`src/rtl/sdram_arbiter.sv`:
```
// sdram_arbiter
//   Two-master, round-robin arbiter in front of a single SDRAM controller
//   port. One request is in flight at a time. An IDLE cycle between
//   grants performs the arbitration, so a request reaches the controller
//   one cycle after it is raised.
//
//   Optional feature macro: ARB_TIMEOUT_EN
//     Defined   : a grant that waits TIMEOUT_CYCLES cycles for s_ready is
//                 terminated with a ready+fault pulse and rdata=0.
//     Undefined : no counter; m0_fault/m1_fault tie to 0 and a grant is
//                 held until s_ready or until the master drops valid.
//
//   Handshake: a master raises mX_valid with stable addr/wdata/wstrb and
//   holds it until the single-cycle mX_ready pulse. mX_rdata and mX_fault
//   are meaningful only while mX_ready is high and read 0 otherwise. On
//   the controller side s_valid is high while the request is pending and
//   s_ready is a single-cycle completion pulse; s_valid falls in the
//   s_ready cycle. A master that drops valid before completion abandons
//   the request and never sees ready.
//
//   Ports
//     clk, resetn              clock (posedge), synchronous active-low reset
//     m0_* / m1_*              master request (valid/addr/wdata/wstrb in,
//                              ready/rdata/fault out); wstrb=0 is a read
//     s_valid/s_addr/s_wdata/s_wstrb   request to the controller
//     s_ready/s_rdata          controller completion and read data
//     dbg_state_o              current FSM state (0 IDLE, 1 GRANT0, 2 GRANT1)
//     dbg_last_grant_o         master granted most recently
//     dbg_tmo_cnt_o            timeout counter (0 when the feature is off)
module sdram_arbiter #(
  parameter int unsigned TIMEOUT_CYCLES = 1024
) (
  input  logic        clk,
  input  logic        resetn,
  input  logic        m0_valid,
  input  logic [31:0] m0_addr,
  input  logic [31:0] m0_wdata,
  input  logic [3:0]  m0_wstrb,
  output logic        m0_ready,
  output logic [31:0] m0_rdata,
  output logic        m0_fault,
  input  logic        m1_valid,
  input  logic [31:0] m1_addr,
  input  logic [31:0] m1_wdata,
  input  logic [3:0]  m1_wstrb,
  output logic        m1_ready,
  output logic [31:0] m1_rdata,
  output logic        m1_fault,
  output logic        s_valid,
  output logic [31:0] s_addr,
  output logic [31:0] s_wdata,
  output logic [3:0]  s_wstrb,
  input  logic        s_ready,
  input  logic [31:0] s_rdata,
  output logic [1:0]  dbg_state_o,
  output logic        dbg_last_grant_o,
  output logic [$clog2(TIMEOUT_CYCLES+1)-1:0] dbg_tmo_cnt_o
);

  localparam int unsigned CNT_W = $clog2(TIMEOUT_CYCLES + 1);

  typedef enum logic [1:0] {
    IDLE   = 2'd0,
    GRANT0 = 2'd1,
    GRANT1 = 2'd2
  } state_e;

  state_e state_q, state_d;
  logic   last_grant_q, last_grant_d;
  logic   tmo;  // grant has waited its full budget this cycle

`ifdef ARB_TIMEOUT_EN
  logic [CNT_W-1:0] cnt_q, cnt_d;

  always_ff @(posedge clk) begin
    if (!resetn) begin
      cnt_q <= '0;
    end else begin
      cnt_q <= cnt_d;
    end
  end

  assign tmo           = (cnt_q == CNT_W'(TIMEOUT_CYCLES - 1));
  assign dbg_tmo_cnt_o = cnt_q;
`else
  assign tmo           = 1'b0;
  assign dbg_tmo_cnt_o = '0;
`endif

  always_ff @(posedge clk) begin
    if (!resetn) begin
      state_q      <= IDLE;
      last_grant_q <= 1'b1;  // m0 wins the first tie after reset
    end else begin
      state_q      <= state_d;
      last_grant_q <= last_grant_d;
    end
  end

  always_comb begin
    state_d      = state_q;
    last_grant_d = last_grant_q;
    s_valid      = 1'b0;
    s_addr       = '0;
    s_wdata      = '0;
    s_wstrb      = '0;
    m0_ready     = 1'b0;
    m0_rdata     = '0;
    m0_fault     = 1'b0;
    m1_ready     = 1'b0;
    m1_rdata     = '0;
    m1_fault     = 1'b0;
`ifdef ARB_TIMEOUT_EN
    cnt_d        = '0;  // every grant is entered from IDLE, so this clears it
`endif

    case (state_q)
      IDLE: begin
        // s_ready here is a stray pulse and is deliberately ignored.
        if (m0_valid && m1_valid) begin
          state_d = last_grant_q ? GRANT0 : GRANT1;
        end else if (m0_valid) begin
          state_d = GRANT0;
        end else if (m1_valid) begin
          state_d = GRANT1;
        end
      end

      GRANT0: begin
        s_addr  = m0_addr;
        s_wdata = m0_wdata;
        s_wstrb = m0_wstrb;
        s_valid = m0_valid && !s_ready;
`ifdef ARB_TIMEOUT_EN
        cnt_d   = cnt_q + CNT_W'(1);
`endif
        // s_ready outranks the timeout when both land in the same cycle.
        if (!m0_valid) begin
          state_d = IDLE;
        end else if (s_ready) begin
          m0_ready     = 1'b1;
          m0_rdata     = s_rdata;
          last_grant_d = 1'b0;
          state_d      = IDLE;
        end else if (tmo) begin
          m0_ready     = 1'b1;
          m0_fault     = 1'b1;
          last_grant_d = 1'b0;
          state_d      = IDLE;
        end
      end

      GRANT1: begin
        s_addr  = m1_addr;
        s_wdata = m1_wdata;
        s_wstrb = m1_wstrb;
        s_valid = m1_valid && !s_ready;
`ifdef ARB_TIMEOUT_EN
        cnt_d   = cnt_q + CNT_W'(1);
`endif
        if (!m1_valid) begin
          state_d = IDLE;
        end else if (s_ready) begin
          m1_ready     = 1'b1;
          m1_rdata     = s_rdata;
          last_grant_d = 1'b1;
          state_d      = IDLE;
        end else if (tmo) begin
          m1_ready     = 1'b1;
          m1_fault     = 1'b1;
          last_grant_d = 1'b1;
          state_d      = IDLE;
        end
      end

      default: begin
        state_d = IDLE;
      end
    endcase

    // While reset is asserted the grant may still be registered; suppress
    // every output so the controller and masters see nothing in that cycle.
    if (!resetn) begin
      s_valid  = 1'b0;
      s_addr   = '0;
      s_wdata  = '0;
      s_wstrb  = '0;
      m0_ready = 1'b0;
      m0_rdata = '0;
      m0_fault = 1'b0;
      m1_ready = 1'b0;
      m1_rdata = '0;
      m1_fault = 1'b0;
    end
  end

  assign dbg_state_o      = state_q;
  assign dbg_last_grant_o = last_grant_q;

endmodule

```
`config.mk`:
```
export PLATFORM = sky130hd
export DESIGN_NAME = sdram_arbiter
export DESIGN_NICKNAME = d
export VERILOG_FILES = /design/src/rtl/sdram_arbiter.sv
export SDC_FILE = /design/constraint.sdc
export NUM_CORES = 1
export LEC_CHECK = 0
export BUFFER_PORTS_ARGS = -buffer_cell sky130_fd_sc_hd__buf_4
export CAP_MARGIN = 20
export CORE_AREA = 2 2 124 126
export DETAILED_ROUTE_END_ITERATION = 6
export DIE_AREA = 0 0 126 128
export GPL_ROUTABILITY_DRIVEN = 1
export PLACE_DENSITY = 0.4
export SYNTH_ARGS = -nofsm -noshare
export SYNTH_HDL_FRONTEND = slang
export SYNTH_SLANG_ARGS = --single-unit
```
`constraint.sdc`:
```
create_clock -name clk -period 1.4 [get_ports clk]
set_input_delay 0.21 -clock clk [delete_from_list [all_inputs] [get_ports clk]]
set_output_delay 0.21 -clock clk [all_outputs]
set_load 0.02 [all_outputs]
```
Word level (Yosys, flattened, before mapping)
Index checks and enable logic that the tools add are counted.
Widths: inputs -> output; s select.
Storage, ports and cells
  flip-flop bits (word level): 3
  bits of input ports: 173
  output and inout bits: 151
  logic and storage cells: 51
Operators by class
  equality and inequality tests: 7
  mux-type cells: 35
  reduce and logical (&&, ||, !) cells: 7
Operators with widths (count)
  $mux 32: 9
  $pmux 32 s2: 2
  $mux 2: 7
  $mux 1: 12
  $ne 2x2->1 const B: 4
  $pmux 4 s2: 1
  $pmux 2 s3: 1
  $reduce_and 5->1: 1
  $mux 4: 1
  $ne 4x4->1 const B: 1
  $pmux 1 s2: 2
  $logic_and 1x1->1: 3
  $eq 2x1->1 const B: 1
  $eq 2x2->1 const B: 1
  $logic_not 2->1: 1
  $reduce_bool 2->1: 1
  $logic_not 1->1: 1

Longest topological paths before layout
Gate-level depths: netlist of the first run.
  word-level depth: 4
  gate-level depth with buffers: 7
  mapped depth without buffers: 5

Worst setup path before layout of the first run
OpenSTA, ideal clock, no wires.
  path type: register to output
  start: register state_q[0], in the netlist dbg_state_o[0]
  end: output port s_valid
  arrival: 1683 ps
  data required time: 1190 ps
  path slack: -493 ps
  stages on the path, launching flop included: 6
  path buffers: 1
  cells stage by stage: dfxtp_1 -> inv_1 -> ha_1 -> nand2_1 -> buf_2 -> nor3_1
Between the ends
  cells in the longest elaborated chain, start to end: 3
  elaborated cells between the ends (all ways): 4
  those cells by class: eq/ne: 2; mux: 2
RTL lines
  start: declaration: RTL line 68  | state_e state_q, state_d;
  start signal: assignment: RTL line 95  | state_q <= state_d;
  $eq 2x2->1 / $eq 2x1->1 (equally long branches): RTL line 117  | case (state_q)
  $pmux 1 s2 *: RTL line 117
  $mux 1 *: RTL line 183  | if (!resetn) begin
  end: declaration: RTL line 49  | output logic s_valid,
Mark *: on every way between the ends. The rest lies on a longest branch, timed or not.

Final worst setup path of the first run
  start: register state_q[0], in the netlist dbg_state_o[0]
  end: output port m1_rdata[20]
Between the ends
  cells in the longest elaborated chain, start to end: 3
RTL lines
  $eq 2x2->1: RTL line 117
  $mux 32: RTL line 117
  $mux 32: RTL line 183
  end: declaration: RTL line 47  | output logic [31:0] m1_rdata,
No other way between the ends.

==> results of run 1 <==
==> per-layer routing <==
metal | global-route usage | routed length (um) | up-vias
met5 | 0 | 0 | -
met1 | 0.149 | 4440 | 1563
li1 | - | - | 1601
met4 | 0.0375 | 273 | 0
met2 | 0.313 | 7990 | 210
met3 | 0.0451 | 1340 | 19
==> through the flow <==
| stage | instance area (um^2) | total power (uW) |
|---|---|---|
| after floorplan | 2910 | 1000 |
| after global placement | 5350 | 1630 |
| after detailed placement | 5350 | 1640 |
| after CTS | 6080 | 2430 |
| after global routing | 6370 | 2600 |
| final | 6370 | 2480 |
==> worst min-delay path by stage <==
| stage | from | endpoint | slack (ns) | depth (start not counted) |
|---|---|---|---|---|
| after global placement | resetn | dbg_last_grant_o | 0.48 | 2 |
| after CTS | resetn | dbg_last_grant_o | 0.26 | 2 |
| after global routing | resetn | dbg_last_grant_o | 0.27 | 2 |
| final | resetn | dbg_last_grant_o | 0.26 | 2 |
| after detailed placement | resetn | dbg_last_grant_o | 0.47 | 2 |
| after floorplan | resetn | dbg_last_grant_o | 0.28 | 1 |
==> sequential cells by signal (all words and copies together) (netlist names) <==
name and flops:
dbg_state_o 2, dbg_last_grant_o 1
==> layout make-up <==
class,count,area [um^2]
Sequential cell,3,67.6
Inverter,3,18.8
Multi-Input combinational cell,242,2530
Tap cell,188,235
Timing Repair Buffer,352,3440
Clock buffer,4,78.8
Fill cell,1466,8500
==> cell families after synthesis <==
kind of cell / synth area share
fa+ha+maj: 0.0437
compound gates: 0.338
other cells: 0.00218
flops: 0.0350
buf+inv: 0.147
simple gates: 0.428
mux: 0.00583
==> cells in the final DEF, fill, tap and decap left out, types with 2 or more instances in the layout <==
master     instances
ha_1               2
and4_4             2
buf_6            104
o2bb2ai_1          2
a22o_1             2
buf_16            11
a22oi_2           68
nand2_8            2
nand2b_1           2
and2_2             2
a21oi_1            2
dfxtp_4            2
nor2_2             5
buf_4            222
conb_1            13
and2_4            61
nor2_4            63
buf_12             7
a21boi_0           2
clkbuf_16          7
buf_8              4
ha_4               3
==> power by group through the flow <==
stage,combinational [uW],sequential [uW],clock [uW]
after floorplan,892,112,0
final,1890,103,478
after global placement,1520,104,0
after CTS,1830,103,491
after global routing,2000,104,496
after detailed placement,1540,105,0
==> repair_timing <==
| action | 4_1_cts | 5_1_grt |
|---|---|---|
| setup buffers | 5 | 0 |
| resized for setup | 101 | 44 |
| pin swaps | 23 | 22 |
| gates cloned | 9 | 5 |
| setup endpoints to repair | 135 | 137 |
==> run metrics, run 1 <==
status finished, violations left; failing checks setup timing; Slowest Stage Delay on Critical Path 0.36 ns; Top delay family on crit path simple AND/OR/NAND/NOR gates; Fin. Hold Viols 0; core region area about 15000 um^2; Int Power approximately 1400 uW; post-synth cell types 27; setup violators final 136; total CTS buffers 3; Period minus WS final roughly 1.8 ns; gr ovfl total 0; Pleak ~0.0027 uW; Yosys top cell area share 0.297; min-delay worst type primary input to flip-flop; crit path capture type output port; Synth area leader a22oi_1; clock root buffer clkbuf_16; Area contributors post-synth a22oi_1, and2_1, nor2_1; worst path cell trace inv_6, ha_2, and4_4, clkbuf_16, and2_4, buf_4; H-Tree Depth 1; Reg clk slew, reported paths 0.03 ns; Worst path depth 6; DIE AREA 16100 um^2; placer's final routability congestion estimate around 0.76; crit share post-route 1.27; largest net degree at the start of global routing 28; Worst-Skew Late Latency around 0.23 ns; fmax ~560 MHz; logic gate share of total power 0.765; WHS 0.263 ns; crit-path max FO 11; RSZ-0062 raised after global routing yes; Post-DP HPWL about 11 mm; DRT iter0 DRCs 57; Inserted Diodes 0; final-report max-slew violation count 0; antenna violations before repair 0; register-to-register setup slack -0.16 ns; Initial DRT Pass Iterations 4; switching power 1030 uW; critical path class flip-flop to output port; Seq pwr share 0.042; Site Rows 45; Worst Setup SP dbg_state_o[0]; Die W about 130 um; antenna viol nets, final 0; Critical R2R Launch dbg_state_o[1]; Buffers on Ports 310; cell area after synthesis approximately 1700 um^2; mean post-synth cell area 6.20 um^2; Critical Path Source Type flip-flop; Post-Syn Instances approximately 280; Post-route DRC 0; most common cell in the netlist nor2_1; layout cells sized above 1 0.942; first-pass GRT wire length about 20 mm; register bit total from synthesis 3; Max Cap Viol 0; Placement Setup Slack -0.168 ns; Critical-path top delay cell dfxtp_4; fin worst setup slack -0.380 ns; sequential fraction of the synthesis area 0.0350; Layout area overhead 271%; Final Util 0.428; Post-layout nets ~780; Tot GR Track Use 0.153; WP buf/inv 3; clock sink count 3; Cell Count, Final, Fillers Out between 700 and 800; Required @ worst endpoint ~1.2 ns; final wirelength around 14 mm; commonest cells in the synthesized netlist nor2_1, a22oi_1, and2_1; drt wl/cell around 18 um; Setup crit end m1_rdata[20]; P per Cell Area around 390 nW/um^2; worst path arrival time around 1.6 ns; IO Count 324; Post-synth EDFFs 0; vias per cell between 4 and 5; via count around 3400; sw frac 0.417; cell count after placement slightly below 800; worst-case clock skew 0.000232 ns; Initial Util 0.116; Hold-fix buffers, CTS 0; setup_tns -44.22 ns; Clock Path Buffers 2; R2R depth 7; clock group share of total power 0.193; ys flop type dfxtp_1; maximum VDD drop around 0.00027 V; vias in the first global route about 3500; r2r endpoint dbg_state_o[0]; async set or reset register ratio after synthesis 0; Die Ht between 100 and 150 um; total number of yosys warnings 0; CTS tree yes
No activity file was read; power rests on OpenSTA's default activity.
==> run 2: changes to the inputs <==
Settings changed: SETUP_SLACK_MARGIN set to 0.2.
==> run metrics, run 2 (synthesized netlist as in run 1, its figures left out) <==
crit-path max FO 20 (+9); H-Tree Depth 1 (unchanged); placer's final routability congestion estimate 0.805 (+6.4%); gr ovfl total 0 (unchanged); Post-DP HPWL 10.5 mm (+0.26%); worst-case clock skew 0.00164 ns (+0.00141 ns); Required @ worst endpoint 1.19 ns (about the same); Die W 126 um (unchanged); min-delay worst type primary input to flip-flop; final-report max-slew violation count 0 (unchanged); clock sink count 3 (unchanged); number of flip-flops in the largest register 2 (unchanged); drt wl/cell 16.7 um (-5.8%); vias per cell 4.21 (-1.8%); fin worst setup slack -0.355 ns (+0.0250 ns); layout cells sized above 1 0.944 (+0.00239); Site Rows 45 (unchanged); Initial Util 0.116 (unchanged); DIE AREA 16100 um^2 (unchanged); layout filler cell count 1447 (-1.3%); Period minus WS final 1.75 ns (-0.0250 ns); maximum VDD drop 0.000215 V (-19%); crit path capture type output port; setup violators final 135 (-0.74%); status finished, violations left; DRT iter0 DRCs 47 (-18%); Placement Setup Slack -0.132 ns (+0.0357 ns); RSZ-0062 raised after global routing yes; fmax 570 MHz (+1.4%); via count 3289 (-3.1%); Max Cap Viol 0 (unchanged); Hold-fix buffers, CTS 0 (unchanged); Pleak 0.00261 uW (-3.3%); crit share post-route 1.25 (-0.0178); Final Util 0.418 (-0.0102); multi-input logic area 2500 um^2 (-0.99%); failing checks setup timing; CTS tree yes; critical path class flip-flop to output port; Buffers on Ports 310 (unchanged); Critical Path Source Type flip-flop; Die Ht 128 um (unchanged); antenna violations before repair 0 (unchanged); Clock Path Buffers 2 (unchanged); Reg clk slew, reported paths 0.03 ns (about the same); Post-layout nets 774 (-1.3%); Tot GR Track Use 0.142 (-0.0118); Hold Path Depth 2 (unchanged); Layout area overhead 262%; Final Instance Area 6220 um^2 (-2.4%); R2R depth 6 (-1); worst path cell trace inv_4, ha_4, nand2_8, buf_16, nor2_2, buf_4; Slowest Stage Delay on Critical Path 0.38 ns (+0.02 ns); clock root buffer clkbuf_16; Initial DRT Pass Iterations 4 (unchanged); Fin. Hold Viols 0 (unchanged); core region area 14900 um^2 (unchanged); final wirelength 13.1 mm (-7.0%); first-pass GRT wire length 18.4 mm (-6.1%); total CTS buffers 3 (unchanged); most common cell after layout, fill and taps aside buf_4; DP Area 5460 um^2 (+2.1%); Inserted Diodes 0 (unchanged); most frequent cells in the layout buf_4, buf_6, a22oi_2, and2_4, nor2_4; Post-route DRC 0 (unchanged); antenna viol nets, final 0 (unchanged); Worst-Skew Late Latency 0.23 ns (about the same); worst path arrival time 1.54 ns (-0.03 ns); Critical-path top delay cell dfxtp_4; Sequential cell area 67.6 um^2 (unchanged); Cell Count, Final, Fillers Out 782 (-1.3%); vias in the first global route 3352 (-4.9%); largest net degree at the start of global routing 21 (-25%); P per Cell Area 371 nW/um^2 (-4.5%); IO Count 324 (unchanged); cell count after placement 770 (+0.13%)
run 2: metal layers:
metal,part of all wire,global-route usage,up-vias
li1,-,-,1578
met1,0.34,0.148,1502
met2,0.57,0.291,199
met3,0.085,0.0292,10
met4,0.012,0.0239,0
met5,0,0,-
run 2: through the flow:
| step | power (uW) | setup TNS (ns) | hold WS [ns] |
|---|---|---|---|
| 2_1_floorplan | 1010 | -5.49 | 0.282 |
| 3_3_place_gp | 1680 | -10.89 | 0.476 |
| 3_5_place_dp | 1690 | -12.65 | 0.472 |
| 4_1_cts | 2270 | -44.73 | 0.243 |
| 5_1_grt | 2430 | -48.96 | 0.256 |
| 6_report | 2310 | -42.69 | 0.238 |
run 2: final cells by class:
cell class	count	share of cell area
tap	188	0.0378
inverter	3	0.00302
sequential	3	0.0109
timing repair buffer	343	0.533
multi-input combinational	241	0.402
clock buffer	4	0.0127
run 2: critical path: cells and delay by family, from the launching register on:
family / cells / cell delay [ns]
fa+ha+maj: 1 / 0.29
buf+inv: 3 / 0.41
flops: 1 / 0.38
simple gates: 2 / 0.22
run 2: report_power, final:
part | internal [uW] | switching, uW | leakage (uW)
logic | 875 | 857 | 0.00255
clock network | 377 | 94.4 | 0.0000382
registers | 92.9 | 12.0 | 0.0000260
total | 1350 | 963 | 0.00261
run 2: what timing repair did:
item | 4_1_cts | 5_1_grt
gates resized for setup | 98 | 36
pin swaps | 3 | 4
endpoints found under the setup margin | 138 | 138
gates cloned | 2 | 3
setup buffers | 1 | 2
run 2: final timing paths:
check,startpoint,to,slack [ns]
worst max-delay path,dbg_state_o[1],s_wstrb[1],-0.35
worst min-delay path,resetn,dbg_last_grant_o,0.24
worst max register to register,dbg_state_o[0],dbg_state_o[0],0.02
worst min register to register,dbg_state_o[0],dbg_state_o[0],0.54
